## src/rtl/addsub_seq_ctrl_if.sv

```systemverilog
// Handshake bundle for the multi-cycle add/sub sequencer.
// Master issues operands and takes results; slave is the sequencer.
interface addsub_seq_ctrl_if #(
   parameter int NSLICE = 4
);
   localparam int W = 16 * NSLICE;

   logic         in_valid;
   logic         in_ready;
   logic [W-1:0] a;
   logic [W-1:0] b;
   logic         sub;
   logic         out_valid;
   logic         out_ready;
   logic [W-1:0] result;
   logic         cout;
   logic         overflow;
   logic         zero;

   modport master (
      output in_valid, a, b, sub, out_ready,
      input  in_ready, out_valid, result, cout, overflow, zero
   );

   modport slave (
      input  in_valid, a, b, sub, out_ready,
      output in_ready, out_valid, result, cout, overflow, zero
   );
endinterface

```

## src/rtl/addsub_seq_ctrl.sv

```systemverilog
// Wide add/subtract built from one 16-bit slice reused per cycle,
// LSB slice first, with the carry chained through a register.
module addsub_seq_ctrl #(
   parameter int NSLICE = 4
) (
   input logic              clk,
   input logic              rst_n,
   addsub_seq_ctrl_if.slave bus
);
   localparam int W  = 16 * NSLICE;
   localparam int KW = (NSLICE > 1) ? $clog2(NSLICE) : 1;

   typedef enum logic [1:0] {
      IDLE,
      RUN,
      DONE
   } state_t;

   state_t        state;
   state_t        state_n;
   logic [KW-1:0] k;
   logic          carry;
   logic [W-1:0]  a_q;
   logic [W-1:0]  b_q;
   logic          sub_q;
   logic [W-1:0]  res_q;
   logic          cout_q;
   logic          ovf_q;
   logic          zero_q;

   logic [15:0]   a_sl;
   logic [15:0]   b_sl;
   logic [15:0]   s_sl;
   logic          c_sl;
   logic          last;
   logic [W-1:0]  res_n;
   logic          accept;

   // One 16-bit slice: operand inversion follows the latched sub bit,
   // while the carry-in is the chained register (sub for slice 0).
   always_comb begin
      a_sl  = a_q[{k, 4'b0} +: 16];
      b_sl  = b_q[{k, 4'b0} +: 16];
      {c_sl, s_sl} = {1'b0, a_sl}
                   + {1'b0, b_sl ^ {16{sub_q}}}
                   + {16'b0, carry};
      res_n = res_q;
      res_n[{k, 4'b0} +: 16] = s_sl;
      last  = (k == KW'(NSLICE - 1));
   end

   // State register.
   always_ff @(posedge clk) begin
      if (!rst_n) state <= IDLE;
      else        state <= state_n;
   end

   // Next-state and handshake outputs.
   always_comb begin
      state_n       = state;
      bus.in_ready  = 1'b0;
      bus.out_valid = 1'b0;
      accept        = 1'b0;
      unique case (state)
         IDLE: begin
            bus.in_ready = 1'b1;
            if (bus.in_valid) begin
               accept  = 1'b1;
               state_n = RUN;
            end
         end
         RUN: begin
            if (last) state_n = DONE;
         end
         DONE: begin
            bus.out_valid = 1'b1;
            if (bus.out_ready) state_n = IDLE;
         end
         default: state_n = IDLE;
      endcase
   end

   // Operand capture, slice stepping and flag capture on the last slice.
   always_ff @(posedge clk) begin
      if (!rst_n) begin
         k      <= '0;
         carry  <= 1'b0;
         a_q    <= '0;
         b_q    <= '0;
         sub_q  <= 1'b0;
         res_q  <= '0;
         cout_q <= 1'b0;
         ovf_q  <= 1'b0;
         zero_q <= 1'b0;
      end else if (accept) begin
         a_q   <= bus.a;
         b_q   <= bus.b;
         sub_q <= bus.sub;
         k     <= '0;
         carry <= bus.sub;
      end else if (state == RUN) begin
         res_q <= res_n;
         carry <= c_sl;
         k     <= last ? '0 : k + 1'b1;
         if (last) begin
            cout_q <= c_sl ^ sub_q;
            ovf_q  <= (a_sl[15] == (b_sl[15] ^ sub_q))
                   && (s_sl[15] != a_sl[15]);
            zero_q <= (res_n == '0);
         end
      end
   end

   assign bus.result   = res_q;
   assign bus.cout     = cout_q;
   assign bus.overflow = ovf_q;
   assign bus.zero     = zero_q;

endmodule
```

## src/flat_wrapper.sv

```systemverilog
// flat-port wrapper written by rule: the top's interface ports become plain ports
module addsub_seq_ctrl_flat 
#(
   parameter int NSLICE = 4
)
  (clk, rst_n, bus_in_valid, bus_a, bus_b, bus_sub, bus_out_ready, bus_in_ready, bus_out_valid, bus_result, bus_cout, bus_overflow, bus_zero);
  addsub_seq_ctrl_if #(.NSLICE(NSLICE)) bus_i ();
  input logic clk;
  input logic rst_n;
  input wire logic [$bits(bus_i.in_valid)-1:0] bus_in_valid;
  input wire logic [$bits(bus_i.a)-1:0] bus_a;
  input wire logic [$bits(bus_i.b)-1:0] bus_b;
  input wire logic [$bits(bus_i.sub)-1:0] bus_sub;
  input wire logic [$bits(bus_i.out_ready)-1:0] bus_out_ready;
  output wire logic [$bits(bus_i.in_ready)-1:0] bus_in_ready;
  output wire logic [$bits(bus_i.out_valid)-1:0] bus_out_valid;
  output wire logic [$bits(bus_i.result)-1:0] bus_result;
  output wire logic [$bits(bus_i.cout)-1:0] bus_cout;
  output wire logic [$bits(bus_i.overflow)-1:0] bus_overflow;
  output wire logic [$bits(bus_i.zero)-1:0] bus_zero;
  assign bus_i.in_valid = bus_in_valid;
  assign bus_i.a = bus_a;
  assign bus_i.b = bus_b;
  assign bus_i.sub = bus_sub;
  assign bus_i.out_ready = bus_out_ready;
  assign bus_in_ready = bus_i.in_ready;
  assign bus_out_valid = bus_i.out_valid;
  assign bus_result = bus_i.result;
  assign bus_cout = bus_i.cout;
  assign bus_overflow = bus_i.overflow;
  assign bus_zero = bus_i.zero;
  addsub_seq_ctrl #(.NSLICE(NSLICE)) u_core (.clk(clk), .rst_n(rst_n), .bus(bus_i));
endmodule
```

## config.mk

```make
export PLATFORM = sky130hd
export DESIGN_NAME = addsub_seq_ctrl_flat
export DESIGN_NICKNAME = d
export VERILOG_FILES = /design/src/rtl/addsub_seq_ctrl_if.sv /design/src/rtl/addsub_seq_ctrl.sv /design/src/flat_wrapper.sv
export SDC_FILE = /design/constraint.sdc
export NUM_CORES = 1
export LEC_CHECK = 0
export ABC_AREA = 0
export CAP_MARGIN = 0
export CORE_ASPECT_RATIO = 0.8
export CORE_UTILIZATION = 55
export DETAILED_ROUTE_END_ITERATION = 10
export PLACE_DENSITY = 0.92
export SLEW_MARGIN = 25
export SYNTH_ARGS = -nofsm -noshare
export SYNTH_HDL_FRONTEND = slang
export SYNTH_SLANG_ARGS = --single-unit
export TNS_END_PERCENT = 50
```

## constraint.sdc

```tcl
create_clock -name clk -period 7.43 [get_ports clk]
set_input_delay 1.8575 -clock clk [delete_from_list [all_inputs] [get_ports clk]]
set_output_delay 1.8575 -clock clk [all_outputs]
set_load 0.005 [all_outputs]
```

# After elaboration in Yosys (flattened, before gate mapping)
# Cells that the tools add are included.
dict set report classes {
  add_sub_neg 4
  n_eq_ne 8
  shift 4
  muxes 12
  n_bitwise 5
  n_reduce_logical 8
}
# operator n
set op_table {}
lappend op_table {{variable part select 64 x 7 -> 16 bit} 2}
lappend op_table {{bitwise mux 64 bit} 1}
lappend op_table {{logical NOT 64 bit} 1}
lappend op_table {{variable shift 16 x 8 -> 64 bit, first input constant} 1}
lappend op_table {{variable part select 16 x 8 -> 64 bit} 1}
lappend op_table {{adder 16 x 16 -> 17 bit} 1}
lappend op_table {{adder 17 x 1 -> 17 bit} 1}
lappend op_table {{bitwise XOR 16 bit} 1}
lappend op_table {{two-way mux 2 bit} 4}
lappend op_table {{negator 6 -> 8 bit} 1}
lappend op_table {{two-way mux 1 bit} 6}
lappend op_table {{one-hot mux 2 bit (3 select lines)} 1}
lappend op_table {{AND reduction 3 bit} 2}
lappend op_table {{equality test 2 bit, second input constant} 2}
lappend op_table {{inequality test 2 bit, second input constant} 2}
lappend op_table {{adder 2 x 1 -> 2 bit, second input constant} 1}
lappend op_table {{equality test 2 x 1 -> 1 bit, second input constant} 1}
lappend op_table {{logical NOT 2 bit} 1}
lappend op_table {{inequality test 2 x 1 -> 1 bit, second input constant} 1}
lappend op_table {{NOT 1 bit} 2}
lappend op_table {{AND reduction 2 bit} 1}
lappend op_table {{nonzero test 2 bit} 1}
lappend op_table {{OR reduction 2 bit} 1}
lappend op_table {{bitwise XOR 1 bit} 2}
lappend op_table {{3 further kinds} 3}
dict set report totals {
  ff_bits 201
  input_bits 133
  out_inout_bits 69
}

# Depth between registers and ports, before layout
dict set report depth {
  word_depth 7
  mapped_depth 15
  mapped_depth_nobuf 13
}

# Worst setup path before layout
# Ideal clock, no wire load.
dict set report synth_path {
  path_kind {flip-flop to flip-flop}
  from {register u_core.k[0]}
  to {register u_core.zero_q (netlist: u_core.bus.zero)}
  t_arrival_ns 4.738
  required_ns 7.370
  path_slack_ns 2.632
  path_stages_with_launch 16
  n_path_buf 2
  period_less_slack_ns 4.798
  cell_sequence {dfxtp_1 buf_2 buf_1 mux4_2 xnor2_1 fa_1 fa_1 nor2b_4 o2111ai_2 and3b_4 xnor2_2 or4_4 nor4b_2 o2111ai_1 a221oi_2 a32o_1}
}
dict set report synth_via {
  elab_chain_len 7
}
# element line_no
set synth_rtl {}
lappend synth_rtl {{start, declared} addsub_seq_ctrl.sv:21} ;# logic [KW-1:0] k;
lappend synth_rtl {{start signal, assigned} addsub_seq_ctrl.sv:104} ;# k <= last ? '0 : k + 1'b1;
lappend synth_rtl {{variable part select 64 x 7 -> 16 bit} addsub_seq_ctrl.sv:43} ;# b_sl = b_q[{k, 4'b0} +: 16];
lappend synth_rtl {{bitwise XOR 16 bit} addsub_seq_ctrl.sv:45} ;# + {1'b0, b_sl ^ {16{sub_q}}}
lappend synth_rtl {{adder 16 x 16 -> 17 bit} addsub_seq_ctrl.sv:45}
lappend synth_rtl {{adder 17 x 1 -> 17 bit} addsub_seq_ctrl.sv:46} ;# + {16'b0, carry};
lappend synth_rtl {{variable part select 16 x 8 -> 64 bit} addsub_seq_ctrl.sv:48} ;# res_n[{k, 4'b0} +: 16] = s_sl;
lappend synth_rtl {{bitwise mux 64 bit} addsub_seq_ctrl.sv:48}
lappend synth_rtl {{logical NOT 64 bit} addsub_seq_ctrl.sv:109} ;# zero_q <= (res_n == '0);
lappend synth_rtl {{end signal, assigned} addsub_seq_ctrl.sv:109}
lappend synth_rtl {{end, declared} addsub_seq_ctrl.sv:29} ;# logic zero_q;
# Several ways; a longest one is shown, not always the timed one.
# A chain may end at the register's enable or synchronous reset.

# Worst setup path in the final report
# Same ends and word-level chain as after synthesis.

==> results summary <==
The flow ran to the end, and the final reports show no timing, DRC or antenna violations. The wire length of the first global-routing pass came out at roughly 43 mm. The total number of clock tree sinks came out at 201.

The share of synthesized flip-flops with an asynchronous set or reset is 0. The die outline width is around 150 µm. The clock tree from TritonCTS is built.

The maximum count of clock buffers along a single path came out at 3. Grouping stages by cell kind, the critical path spends the most delay in simple AND/OR/NAND/NOR gates. Subtracting the final worst setup slack from the clock period gives 4.65 ns. The count of input and output buffers came out at about 200. The number of H-tree levels came out at 1. In this run the clock root is driven by a sky130_fd_sc_hd__clkbuf_16. The synthesized area came out at about 9600 µm². In this run the count of I/O pins placed on the die edge is about 200. Buffers added to address setup during post-CTS repair amount to 0. In this run, CTS created clock tree buffers numbering 20.

The power density normalized to cell area came out at ~210 nW/µm². The kind of start point of the critical path is a register. Clock latency on the worst-skew pair, taken at its later pin, is 0.49 ns. The share of total power dissipated in the clock network is 0.386. Setup repair after global routing left no endpoint under its margin. The average detailed-routed wire length per instance is 18.2 µm. In the routed layout, each cell is associated on average with a via count of 5.82. The design internal power is 1930 µW.

In this run the tightest slew margin relative to its limit is 0.234. Clock-pin slew was measured on the worst setup and hold paths at 0.07 ns. The commonest register cell after synthesis is sky130_fd_sc_hd__dfxtp_1.

Row generation in the floorplan step produced 42 rows. The total area inside the core boundary comes to 16800 µm². Setup violations remaining at the end of the flow were counted as 0.

Of the total power, the share spent switching nets is 0.271. Sorting the synthesized cells by area gives the leading types as sky130_fd_sc_hd__dfxtp_1 42%, sky130_fd_sc_hd__nand2_1 11%, sky130_fd_sc_hd__a21boi_0 10%. The fraction of final layout cells with drive strength greater than 1 is 0.0729. The floorplan step set the die height to between 100 and 150 µm. During synthesis, Yosys emitted a total of 0 warnings. The flop and latch count out of synthesis came out at 201.

The critical path goes through buf_4 -> mux4_2 -> xor2_1 -> inv_1 -> fa_1 -> nor2b_4 -> o2111ai_2 -> and3b_4 -> xnor2_2 -> or4_4 -> nor4b_2 -> o2111ai_1 -> a221oi_2 -> a32o_1. The worst hold-check path type is register to register. The start-to-end type of the worst setup path is register to register. The power spent charging and discharging nets is 718 µW. The HPWL reported at the end of detailed placement came out at 19.0 mm.

Including well taps, the total number of placed cells is approximately 1400. The most used standard cell by instance count after synthesis is sky130_fd_sc_hd__nand2_1. The number of maximum-capacitance constraint violations came out at 0. The placer's final routability congestion estimate is 0.894. Adding up every negative setup slack in the final design gives 0 ns. The layout net count is around 1400. At the pin with the least slew margin, the transition time is ~1.1 ns. Yosys mapped a number of flops with a built-in enable equal to 0.

The number of different library cells in the post-synthesis netlist came out at 62. The highest clock rate came out at 215 MHz. The worst clock skew on the final layout came out at 0.0141 ns. STA classifies the critical path endpoint as a register. The final cell count without fillers is 1483.

The area enclosed by the die boundary came out at 18100 µm². The arrival time of data at the critical path endpoint came out at between 5 and 6 ns. The number of DRC markers after the initial detailed-route iteration came out at 715. The post-layout total power came out at 2650 µW. Synthesis produced a netlist with a net count of 1247.

OpenSTA, run right after detailed placement, puts the worst setup slack at 2.77 ns. The required time at the endpoint of the critical path came out at 7.87 ns. The maximum fanout count along the critical path is 36. The via total after detailed routing came out at ~8600.

The number of max-slew violations in the final report came to 0. The setup slack after layout is 2.78 ns. The mean post-synth cell area came out at 8.84 µm². The number of antenna violations at the first check in global routing came out at 2. The final global-route overflow total is 0. The cell with the largest stage delay on the worst path is sky130_fd_sc_hd__mux4_2.

The count of hold-fix buffers inserted at cts is 0. The detail route stage leaves a number of antenna-violating nets equal to 0. The share of total power dissipated in combinational logic is 0.175. The final wirelength came out at 27.0 mm. The quantity of gates resized following cts came out at 0. The initial core utilization is 0.573.

The sequential share of power is 0.438. Hold timing on the final database bottoms out at a slack of 0.463 ns. The pin count of the biggest net entering global routing is ~110. The area growth from synthesis to layout came out at 28.3%. The sequential-to-total area share from yosys stat is 0.417. By count the netlist is led by 291 x sky130_fd_sc_hd__nand2_1, 201 x sky130_fd_sc_hd__dfxtp_1, 129 x sky130_fd_sc_hd__a21boi_0. The largest single stage delay on the critical path is 0.58 ns. The static leakage is approximately 0.0045 µW. The via count of the first global-routing pass is between 8000 and 9000.

The number of hold violations in the final report came out at 0. In the global route stage, overall resource usage came out at 0.301. The count of buffering cells on the critical path with inverters included came out at 2. sky130_fd_sc_hd__dfxtp_1 takes more of the synthesized area than any other cell.

The number of cells produced by synthesis came out at about 1100. The first TritonRoute pass finished after 6 iterations. The share of Yosys cell area claimed by the top area cell type came out at 0.417. The share of the clock period used by the worst path is 0.625. The post-detailed-route DRC marker count is 0. The maximum VDD drop is 0.000160 V.
==> routing by layer <==
layer	share of wire	GRT usage	vias to the layer above
met3	0.079	0.0468	67
met2	0.45	0.489	421
met5	0	0	-
li1	-	-	4105
met4	0.033	0.0922	0
met1	0.43	0.412	4036
==> area by class of cell <==
| cell class | instances | area, µm² |
|---|---|---|
| clock inverter | 8 | 93.8 |
| multi-input combinational | 797 | 5260 |
| inverter | 18 | 67.6 |
| fill | 1200 | 4450 |
| antenna | 1 | 2.50 |
| timing repair buffer | 210 | 2080 |
| sequential | 201 | 4030 |
| tap | 220 | 275 |
| clock buffer | 28 | 562 |
==> final timing paths <==
check,start,to,slack [ns],cells past startpoint
setup / recovery,u_core.k[0],u_core.bus.zero,2.78,14
hold / removal,u_core.a_q[63],u_core.a_q[63],0.46,2
setup reg to reg,u_core.k[0],u_core.bus.zero,2.78,14
hold reg to reg,u_core.a_q[63],u_core.a_q[63],0.46,2
==> tightest hold or removal path, cell delays in order (launching register included) <==
cell and delay, ns:
sky130_fd_sc_hd__dfxtp_1 0.31, sky130_fd_sc_hd__nand2_1 0.04, sky130_fd_sc_hd__a21boi_0 0.06
==> state kept, by name, indices dropped and copies added (netlist names) <==
signal and count:
u_core.bus.cout 1, u_core.carry 1, u_core.a_q 64, u_core.bus.zero 1, u_core.b_q 64, u_core.bus.result 64, u_core.state 2, u_core.sub_q 1
u_core.bus.overflow 1, u_core.k 2
==> cell families (layout without fill, tap and decap cells) <==
logic type,after synthesis,after routing,share of synthesized area
muxes,33,33,0.0758
AOI/OAI and AO/OA,267,267,0.199
and+or+nand+nor,447,447,0.212
other,0,1,0
DFF,201,201,0.417
adders and majority gates,23,23,0.0314
xor gates and xnor gates,27,27,0.0261
buffers and inverters,93,264,0.0382
==> power by group through the flow <==
stage	sequential, µW	clock, µW	combinational [µW]
floorplan	1170	0	274
global placement	1180	0	446
detailed placement	1180	0	452
CTS	1160	1020	456
global route	1160	1070	496
finish	1160	1020	464
==> through the flow <==
stage	instance area, µm²	util
after global routing	12400	0.735
after CTS	12400	0.735
after global placement	11700	0.696
after floorplan	9640	-
after detailed placement	11700	0.696
final	12400	0.735
==> placed cells by master (no fill, tap or decap), types with 4 or more instances in the layout <==
cell type	netlist	layout
sky130_fd_sc_hd__nand2_1	291	290
sky130_fd_sc_hd__clkdlybuf4s50_1	0	200
sky130_fd_sc_hd__dfxtp_1	201	199
sky130_fd_sc_hd__a21boi_0	129	129
sky130_fd_sc_hd__nor2b_1	53	53
sky130_fd_sc_hd__a22oi_1	52	52
sky130_fd_sc_hd__mux4_2	32	32
sky130_fd_sc_hd__a21oi_1	23	23
sky130_fd_sc_hd__o21ai_0	22	22
sky130_fd_sc_hd__ha_1	21	21
sky130_fd_sc_hd__clkbuf_16	0	21
sky130_fd_sc_hd__nor2_1	18	18
sky130_fd_sc_hd__inv_1	18	18
sky130_fd_sc_hd__xor2_1	17	17
sky130_fd_sc_hd__nor3_1	16	16
sky130_fd_sc_hd__nor4_1	15	15
sky130_fd_sc_hd__and2_1	14	13
sky130_fd_sc_hd__nand3_1	9	9
sky130_fd_sc_hd__buf_4	0	9
sky130_fd_sc_hd__xnor2_1	8	8
sky130_fd_sc_hd__clkbuf_1	66	6
sky130_fd_sc_hd__and3_1	5	5
sky130_fd_sc_hd__a41oi_1	5	5
sky130_fd_sc_hd__clkinv_2	0	5
sky130_fd_sc_hd__nand2b_1	4	4
sky130_fd_sc_hd__o21a_1	4	4
sky130_fd_sc_hd__a31oi_1	4	4
sky130_fd_sc_hd__o31ai_1	4	4
Note: power is estimated with default switching activity, not from simulation.
